--- config.mk ---
export PLATFORM = sky130hd
export DESIGN_NAME = md_execute_unit
export DESIGN_NICKNAME = d
export VERILOG_FILES = /design/src/rtl/md_execute_unit.sv
export SDC_FILE = /design/constraint.sdc
export NUM_CORES = 2
export LEC_CHECK = 0
export ABC_AREA = 1
export CORE_ASPECT_RATIO = 0.8
export CORE_MARGIN = 3
export CORE_UTILIZATION = 23
export DETAILED_ROUTE_END_ITERATION = 16
export HOLD_SLACK_MARGIN = 0.03
export PLACE_DENSITY_LB_ADDON = 0.15
export REMOVE_ABC_BUFFERS = 1
export SYNTH_ARGS = -nofsm -noshare
export SYNTH_HDL_FRONTEND = slang
export SYNTH_SLANG_ARGS = --single-unit
export TNS_END_PERCENT = 100
--- constraint.sdc ---
create_clock -name clk -period 10.75 [get_ports clk]
set_input_delay 1.075 -clock clk [delete_from_list [all_inputs] [get_ports clk]]
set_output_delay 1.075 -clock clk [all_outputs]
set_load 0.05 [all_outputs]
--- src/rtl/md_execute_unit.sv ---
// RV32M multiply/divide unit for the EX stage: 2-cycle multiply, 33-cycle restoring divide, 1-cycle divide special cases.
// Holds the pipeline through Stall_MD while busy and pulses MDDone with the registered result.
module md_execute_unit (
  input  logic        clk,
  input  logic        rst,
  input  logic        Start_E,
  input  logic [2:0]  MDOp_E,
  input  logic [31:0] RD1_E,
  input  logic [31:0] RD2_E,
  input  logic [31:0] ALUResult_M,
  input  logic [31:0] Result_W,
  input  logic [1:0]  ForwardAE,
  input  logic [1:0]  ForwardBE,
  input  logic        Flush_E,
  output logic        Stall_MD,
  output logic        MDDone,
  output logic [31:0] MDResult
);

  typedef enum logic [1:0] {S_IDLE, S_MUL, S_DIV, S_DONE} state_t;

  state_t      state_q;
  logic [2:0]  op_q;
  logic [31:0] a_q, b_q, rem_q, quo_q, result_q;
  logic [5:0]  cnt_q;
  logic        done_q;

  logic [31:0] src_a, src_b;
  always_comb begin
    case (ForwardAE)
      2'b10:   src_a = ALUResult_M;
      2'b01:   src_a = Result_W;
      default: src_a = RD1_E;
    endcase
    case (ForwardBE)
      2'b10:   src_b = ALUResult_M;
      2'b01:   src_b = Result_W;
      default: src_b = RD2_E;
    endcase
  end

  // Start-cycle decode of the divide special cases
  logic        start_signed, div_zero, div_ovf;
  logic [31:0] special_res, a_mag;
  assign start_signed = ~MDOp_E[0];
  assign div_zero     = (src_b == 32'd0);
  assign div_ovf      = start_signed && (src_a == 32'h8000_0000) && (src_b == 32'hFFFF_FFFF);
  assign special_res  = div_zero ? (MDOp_E[1] ? src_a : 32'hFFFF_FFFF)
                                 : (MDOp_E[1] ? 32'd0 : 32'h8000_0000);
  assign a_mag        = (start_signed && src_a[31]) ? -src_a : src_a;

  logic        a_sx, b_sx;
  logic [63:0] mul_a, mul_b, prod;
  assign a_sx  = (op_q[1:0] == 2'b01) || (op_q[1:0] == 2'b10);
  assign b_sx  = (op_q[1:0] == 2'b01);
  assign mul_a = {{32{a_sx & a_q[31]}}, a_q};
  assign mul_b = {{32{b_sx & b_q[31]}}, b_q};
  assign prod  = mul_a * mul_b;

  logic        div_signed, neg_quo, neg_rem, ge;
  logic [31:0] b_mag, rem_d, quo_d, div_res;
  logic [32:0] rem_sh, sub;
  assign div_signed = ~op_q[0];
  assign b_mag      = (div_signed && b_q[31]) ? -b_q : b_q;
  assign rem_sh     = {rem_q, quo_q[31]};
  assign sub        = rem_sh - {1'b0, b_mag};
  // rem_q < divisor always holds, so the subtraction's bit 32 is exactly the borrow
  assign ge         = ~sub[32];
  assign rem_d      = ge ? sub[31:0] : rem_sh[31:0];
  assign quo_d      = {quo_q[30:0], ge};
  assign neg_quo    = div_signed & (a_q[31] ^ b_q[31]);
  assign neg_rem    = div_signed & a_q[31];
  assign div_res    = op_q[1] ? (neg_rem ? -rem_d : rem_d) : (neg_quo ? -quo_d : quo_d);

  always_ff @(posedge clk or negedge rst) begin
    if (!rst) begin
      state_q  <= S_IDLE;
      op_q     <= 3'd0;
      a_q      <= 32'd0;
      b_q      <= 32'd0;
      rem_q    <= 32'd0;
      quo_q    <= 32'd0;
      cnt_q    <= 6'd0;
      result_q <= 32'd0;
      done_q   <= 1'b0;
    end else begin
      done_q <= 1'b0;
      if (Flush_E) begin
        state_q <= S_IDLE;
        cnt_q   <= 6'd0;
      end else begin
        case (state_q)
          S_IDLE: if (Start_E) begin
            op_q  <= MDOp_E;
            a_q   <= src_a;
            b_q   <= src_b;
            rem_q <= 32'd0;
            quo_q <= a_mag;
            cnt_q <= 6'd0;
            if (!MDOp_E[2]) begin
              state_q <= S_MUL;
            end else if (div_zero || div_ovf) begin
              state_q  <= S_DONE;
              done_q   <= 1'b1;
              result_q <= special_res;
            end else begin
              state_q <= S_DIV;
            end
          end
          S_MUL: begin
            state_q  <= S_DONE;
            done_q   <= 1'b1;
            result_q <= (op_q[1:0] == 2'b00) ? prod[31:0] : prod[63:32];
          end
          S_DIV: begin
            rem_q <= rem_d;
            quo_q <= quo_d;
            cnt_q <= cnt_q + 6'd1;
            if (cnt_q == 6'd31) begin
              state_q  <= S_DONE;
              done_q   <= 1'b1;
              result_q <= div_res;
            end
          end
          default: state_q <= S_IDLE;
        endcase
      end
    end
  end

  assign Stall_MD = rst & (((state_q == S_IDLE) & Start_E) | (state_q == S_MUL) | (state_q == S_DIV));
  assign MDDone   = done_q;
  assign MDResult = result_q;

endmodule
**Word-level counts from Yosys, hierarchy flattened**

Index checks and enable logic that the tools add are counted.

- Equal/unequal tests: 17
- Shifts and indexed selects: 0
- Add/subtract/negate cells: 6
- Reduce and logical (&&, ||, !) cells: 17
- Multiply operators: 1
- Divide/modulo/power cells: 0
- Bitwise logic cells: 13
- Order comparisons: 0
- Multiplexer cells: 36

Operators by type and width:

| operator | number |
|---|---|
| $mux W32 | 16 |
| $pmux W32 S2 | 4 |
| $neg A32 Y32 | 4 |
| $pmux W32 S3 | 1 |
| $eq A32 B32 Y1 const B | 2 |
| $mul A33 B33 Y64 | 1 |
| $sub A33 B32 Y33 | 1 |
| $logic_not A32 Y1 | 1 |
| $mux W6 | 2 |
| $pmux W6 S2 | 1 |
| $eq A2 B1 Y1 const B | 4 |
| $eq A2 B2 Y1 const B | 4 |
| $mux W2 | 4 |
| $ne A2 B2 Y1 const B | 4 |
| $add A6 B1 Y6 const B | 1 |
| $and A1 B1 Y1 | 6 |
| $eq A6 B5 Y1 const B | 1 |
| $mux W1 | 6 |
| $ne A3 B3 Y1 const B | 2 |
| $pmux W2 S3 | 1 |
| $reduce_and A3 Y1 | 2 |
| $reduce_and A6 Y1 | 1 |
| $reduce_bool A3 Y1 | 2 |
| $logic_and A1 B1 Y1 | 4 |
| other kinds (8) | 15 |

- Bits in read-only memories: 0
- Latch bits: 0
- RAM bits: 0
- Input bits: 139
- Memories: 0
- Register bits after elaboration: 171
- Output and inout bits: 34
- Word-level logic and storage cells: 99

**Depth between registers and ports, before layout**

- Depth in word-level cells: 11
- Depth in mapped cells: 46
- Depth with buffers taken out: 44

**Worst setup path before layout**

OpenSTA, ideal clock, no wires.

- Path kind: reg-to-reg
- From: reg op_q[1]
- To: reg result_q[30] (netlist: MDResult[30])
- Data arrival time: 8.451 ns
- Library setup time: 0.118 ns
- Slack: 2.182 ns
- Buffers on the path: 4
- Required time: 10.632 ns
- Clock period less this slack: 8.568 ns
- Cell stages (with the launch flop): 36
- Cells stage by stage: dfrtp_1 > clkbuf_1 > inv_1 > clkbuf_1 > ha_1 > nand2_1 > clkbuf_1 > clkbuf_1 > nor2_1 > fa_1 > inv_1 > fa_1 > inv_1 > fa_1 > inv_1 > fa_1 > fa_1 > inv_1 > fa_1 > inv_1 > fa_1 > fa_1 > inv_1 > ha_1 > inv_1 > nor3_1 > nand2_1 > nor3_1 > inv_1 > o221a_2 > nand3_1 > nand3_1 > a31oi_1 > nand2_1 > nand2_1 > nand2_1

- Cells in the longest elaborated chain, start to end: 6

Ends and longest elaborated chain:

| item | RTL line | RTL |
|---|---|---|
| from (decl) | 23 | `logic [2:0] op_q;` |
| from (signal assigned) | 94 | `op_q <= MDOp_E;` |
| $eq A2 B1 Y1 or $eq A2 B2 Y1 (tied branches) | 54, 55 |  |
| $logic_or A1 B1 Y1 | 54 | `assign a_sx = (op_q[1:0] == 2'b01) \|\| (op_q[1:0] == 2'b10);` |
| $and A1 B1 Y1 | 56 | `assign mul_a = {{32{a_sx & a_q[31]}}, a_q};` |
| $mul A33 B33 Y64 | 58 | `assign prod = mul_a * mul_b;` |
| $mux W32 | 113 | `result_q <= (op_q[1:0] == 2'b00) ? prod[31:0] : prod[63:32];` |
| $pmux W32 S3 (*) | 92 | `case (state_q)` |
| to (signal assigned) | 105 | `result_q <= special_res;` |
| to (signal assigned) | 113 |  |
| to (signal assigned) | 122 | `result_q <= div_res;` |
| to (decl) | 24 | `logic [31:0] a_q, b_q, rem_q, quo_q, result_q;` |

Every way passes the cells marked *; elsewhere a longest branch is shown, timed or not. The select of a mux whose other input is x is not followed.
A chain may end at the register's enable or synchronous reset.

**Final worst setup path**

- From: reg op_q[0]
- To: reg result_q[30] (netlist: MDResult[30])

- Cells in the longest elaborated chain, start to end: 10

Ends and longest elaborated chain:

| item | RTL line | RTL |
|---|---|---|
| $not A1 Y1 | 63 | `assign div_signed = ~op_q[0];` |
| $logic_and A1 B1 Y1 | 64 | `assign b_mag = (div_signed && b_q[31]) ? -b_q : b_q;` |
| $mux W32 | 64 |  |
| $sub A33 B32 Y33 | 66 | `assign sub = rem_sh - {1'b0, b_mag};` |
| $mux W32 or $not A1 Y1 (tied branches) | 69, 68 |  |
| $neg A32 Y32 | 73 | `assign div_res = op_q[1] ? (neg_rem ? -rem_d : rem_d) : (neg_quo ? -quo_d : quo_d);` |
| $mux W32 (2 in a row) | 73 |  |
| $mux W32 | 119 | `if (cnt_q == 6'd31) begin` |
| $pmux W32 S3 (*) | 92 |  |

Marks and branches as above.

==> impl_metrics.py <==
metrics = {
    "drt": {
        "drc_errors": 0,
        "drt_iter0_drc": 4040,
        "num_vias": 47400,
        "wl_per_cell_um": 21.3,
        "ant_nets": 0,
        "drt_wl_total_um": 227000,
        "dr.pass1.iters": 6,
        "via_per_inst": 4.45,
    },
    "sta": {
        "period_share": 0.909,
        "report.final.slew_viol_count": 0,
        "fin_skew_ns": 0.0376,
        "tns_ns": 0,
        "layout_min_cycle_time_ns": 9.77,
        "slew_headroom": 0.116,
        "max_freq_ghz": 0.102,
        "finalSetupViolCount": 0,
        "worst_pin_slew_ns": 1.31,
        "rsz0062_at_grt": "false",
        "hold_violations": 0,
    },
    "clock_tree": {
        "clk_pin_slew_ns": 0.11,
        "clockBufferDepth": 2,
        "ctsHoldBuffers": 0,
        "cts_tree": "built",
        "cts_sinks": 171,
        "clk_latency_ns": 0.54,
        "htree_levels": 4,
        "post_cts_resize_count": 0,
        "cts_buffers": 17,
        "cts_root_buf": "clkbuf_16",
        "postCtsSetupRepairBufs": 0,
    },
    "final_layout": {
        "nFillCells": 26500,
        "seq_area_mm2": 0.00428,
        "multi_input_area_mm2": 0.0420,
        "final_cell_mix": "1981 x inv_1, 1963 x nand2_1, 1126 x fa_1",
        "nets": 8999,
        "drive_above_1_share": 0.0393,
        "final_common_cell": "inv_1",
        "syn2layout_area_growth_pct": 11.0,
    },
    "synthesis": {
        "synth_top_cell_area_share": 0.408,
        "yosys_register_bits": 171,
        "synth.avg_cell_area_um2": 7.38,
        "ys_seq_area_frac": 0.0774,
        "netlist_area_mm2": 0.0553,
        "synth_compound_area_frac": 0.0760,
        "synth_top_family_by_area": "adder cells",
        "synth_ff_type": "dfrtp_1",
        "synthCells": 7487,
        "synthSimpleGateAreaFrac": 0.201,
        "synth_largest_area_cell": "fa_1",
        "synth-xor-area-share": 0.0152,
        "ys_async_sr_fraction": 1.00,
        "synth_mux_area_frac": 0.000724,
        "yosysWarnings": 0,
        "synth_fa_ha_area_frac": 0.467,
        "synth_edf_count": 0,
        "synth_area_leaders": "fa_1 41%, inv_1 13%, nand2_1 13%",
        "synth_cell_types": 57,
    },
    "floorplanning": {
        "rows": 160,
        "die_w_um": 554,
        "dieArea_mm2": 0.246,
        "start_util": 0.232,
        "core_area_mm2": 0.238,
        "die_h_um": 444,
        "ios": 173,
    },
    "critical_path": {
        "cp.required_ns": 11.19,
        "worst_setup_path_start_kind": "flip-flop",
        "slowest_stage": "fa_1",
        "critPathCaptureType": "flip-flop",
        "cp_num_buf_inv": 7,
        "cp_top_family": "adder cells",
        "cpPeakStageDelay_ns": 0.84,
        "crit_top_cell": "fa_1",
        "arrival_ns": 10.21,
        "critPathMaxFanout": 19,
        "path_class": "flip-flop to flip-flop",
    },
    "grt": {
        "grt_overflow": 0,
        "antenna_found_initial": 15,
        "grt_max_degree": 118,
        "grt_pass1_vias": 49600,
        "grtUsageTotal": 0.186,
        "grt_pass1_wl_um": 341000,
    },
    "worst_hold_path": {
        "hp-class": "flip-flop to flip-flop",
    },
    "place": {
        "hpwl_um": 191000,
        "portBuffers": 172,
        "globalplace.congestion": 0.963,
    },
    "flow_run": {
        "maxCapViolations": 0,
    },
    "run_status": {
        "status": "complete, no violations",
    },
}
metal layers:
| layer | GRT usage | wire length [um] | part of all wire | vias up |
|---|---|---|---|---|
| met1 | 0.286 | 115000 | 0.51 | 24300 |
| met4 | 0.0198 | 2180 | 0.0096 | 4 |
| met2 | 0.283 | 98100 | 0.43 | 1145 |
| li1 | - | - | - | 21900 |
| met3 | 0.0235 | 11300 | 0.050 | 107 |
| met5 | 0 | 24 | 0.00011 | - |
sequential cells by signal, summed over array words and instances (netlist names):
| signal | count |
|---|---|
| MDResult | 32 |
| a_q | 32 |
| b_q | 32 |
| quo_q | 32 |
| rem_q | 32 |
| cnt_q | 6 |
| op_q | 2 |
| state_q | 2 |
| MDDone | 1 |
final timing paths:
check	from	to	slack, ns	cells past startpoint
setup / recovery	op_q[0]$_DFFE_PN0P_	MDResult[30]$_DFFE_PN0P_	0.98	30
hold / removal	MDResult[1]$_DFFE_PN0P_	MDResult[1]$_DFFE_PN0P_	0.48	2
setup reg to reg	op_q[0]$_DFFE_PN0P_	MDResult[30]$_DFFE_PN0P_	0.98	30
hold reg to reg	MDResult[1]$_DFFE_PN0P_	MDResult[1]$_DFFE_PN0P_	0.48	2
max in group asynchronous	rst	b_q[21]$_DFFE_PN0P_	8.82	2
min in group asynchronous	rst	rem_q[28]$_DFFE_PN0P_	0.51	1
cells by family (layout without fill, tap and decap cells):
| kind of cell | after synthesis | count (layout) |
|---|---|---|
| AND/OR/NAND/NOR | 2737 | 2737 |
| buffers and inverters | 2364 | 2364 |
| adder cells (fa/ha/maj) | 1386 | 1386 |
| AO/OA/AOI/OAI | 729 | 729 |
| flip-flops | 171 | 171 |
| XOR/XNOR | 96 | 96 |
| multiplexers | 4 | 4 |
| other | 0 | 3 |
stage by stage:
stage               hold slack (ns)   util  std cells  instance area, um2  setup slack (ns)
global route                  0.513  0.258      10600               61300             0.346
detailed placement            0.471  0.255      10600               60800              1.04
floorplan                     0.445      -       7120               53800              1.60
finish                        0.484  0.258      10600               61400             0.979
global placement              0.471  0.255      10600               60800             0.901
CTS                           0.490  0.258      10600               61300             0.999
synthesized netlist by cell type (5+ instances only):
cell type / n
a21boi_0: 6
a21o_1: 5
a21oi_1: 167
a221oi_1: 6
a31oi_1: 43
buf_1: 23
buf_2: 19
buf_4: 5
buf_6: 11
clkbuf_1: 308
clkinv_1: 7
dfrtp_1: 171
fa_1: 1126
ha_1: 260
inv_1: 1982
inv_2: 8
nand2_1: 1963
nand2_2: 19
nand3_1: 206
nand3b_1: 11
nand4_1: 52
nor2_1: 370
nor2_2: 14
nor3_1: 43
nor4_1: 18
o211ai_1: 22
o21ai_0: 319
o21ai_1: 16
o21ai_2: 8
o21bai_1: 15
o221ai_1: 40
o22ai_1: 58
or2_2: 18
xnor2_1: 23
xor2_1: 73
layout make-up:
type	count	share of cell area
inverters	1997	0.122
flip-flops and latches	171	0.0698
repair buffers	335	0.0495
diodes	3	0.000122
well taps	3159	0.0644
multi-input cells	4952	0.684
clock inverters	14	0.00257
clock buffers	18	0.00699
worst reg2reg max path, delay by kind of cell (launching register included):
kind | cells | cell delay [ns]
buf+inv | 7 | 1.40
simple gates | 8 | 0.81
compound gates | 5 | 1.78
fa+ha+maj | 10 | 5.27
flops | 1 | 0.40
Power is left out: the tool's default activity adds up to more than one toggle a clock period on the data nets, which glitch-free logic cannot reach.
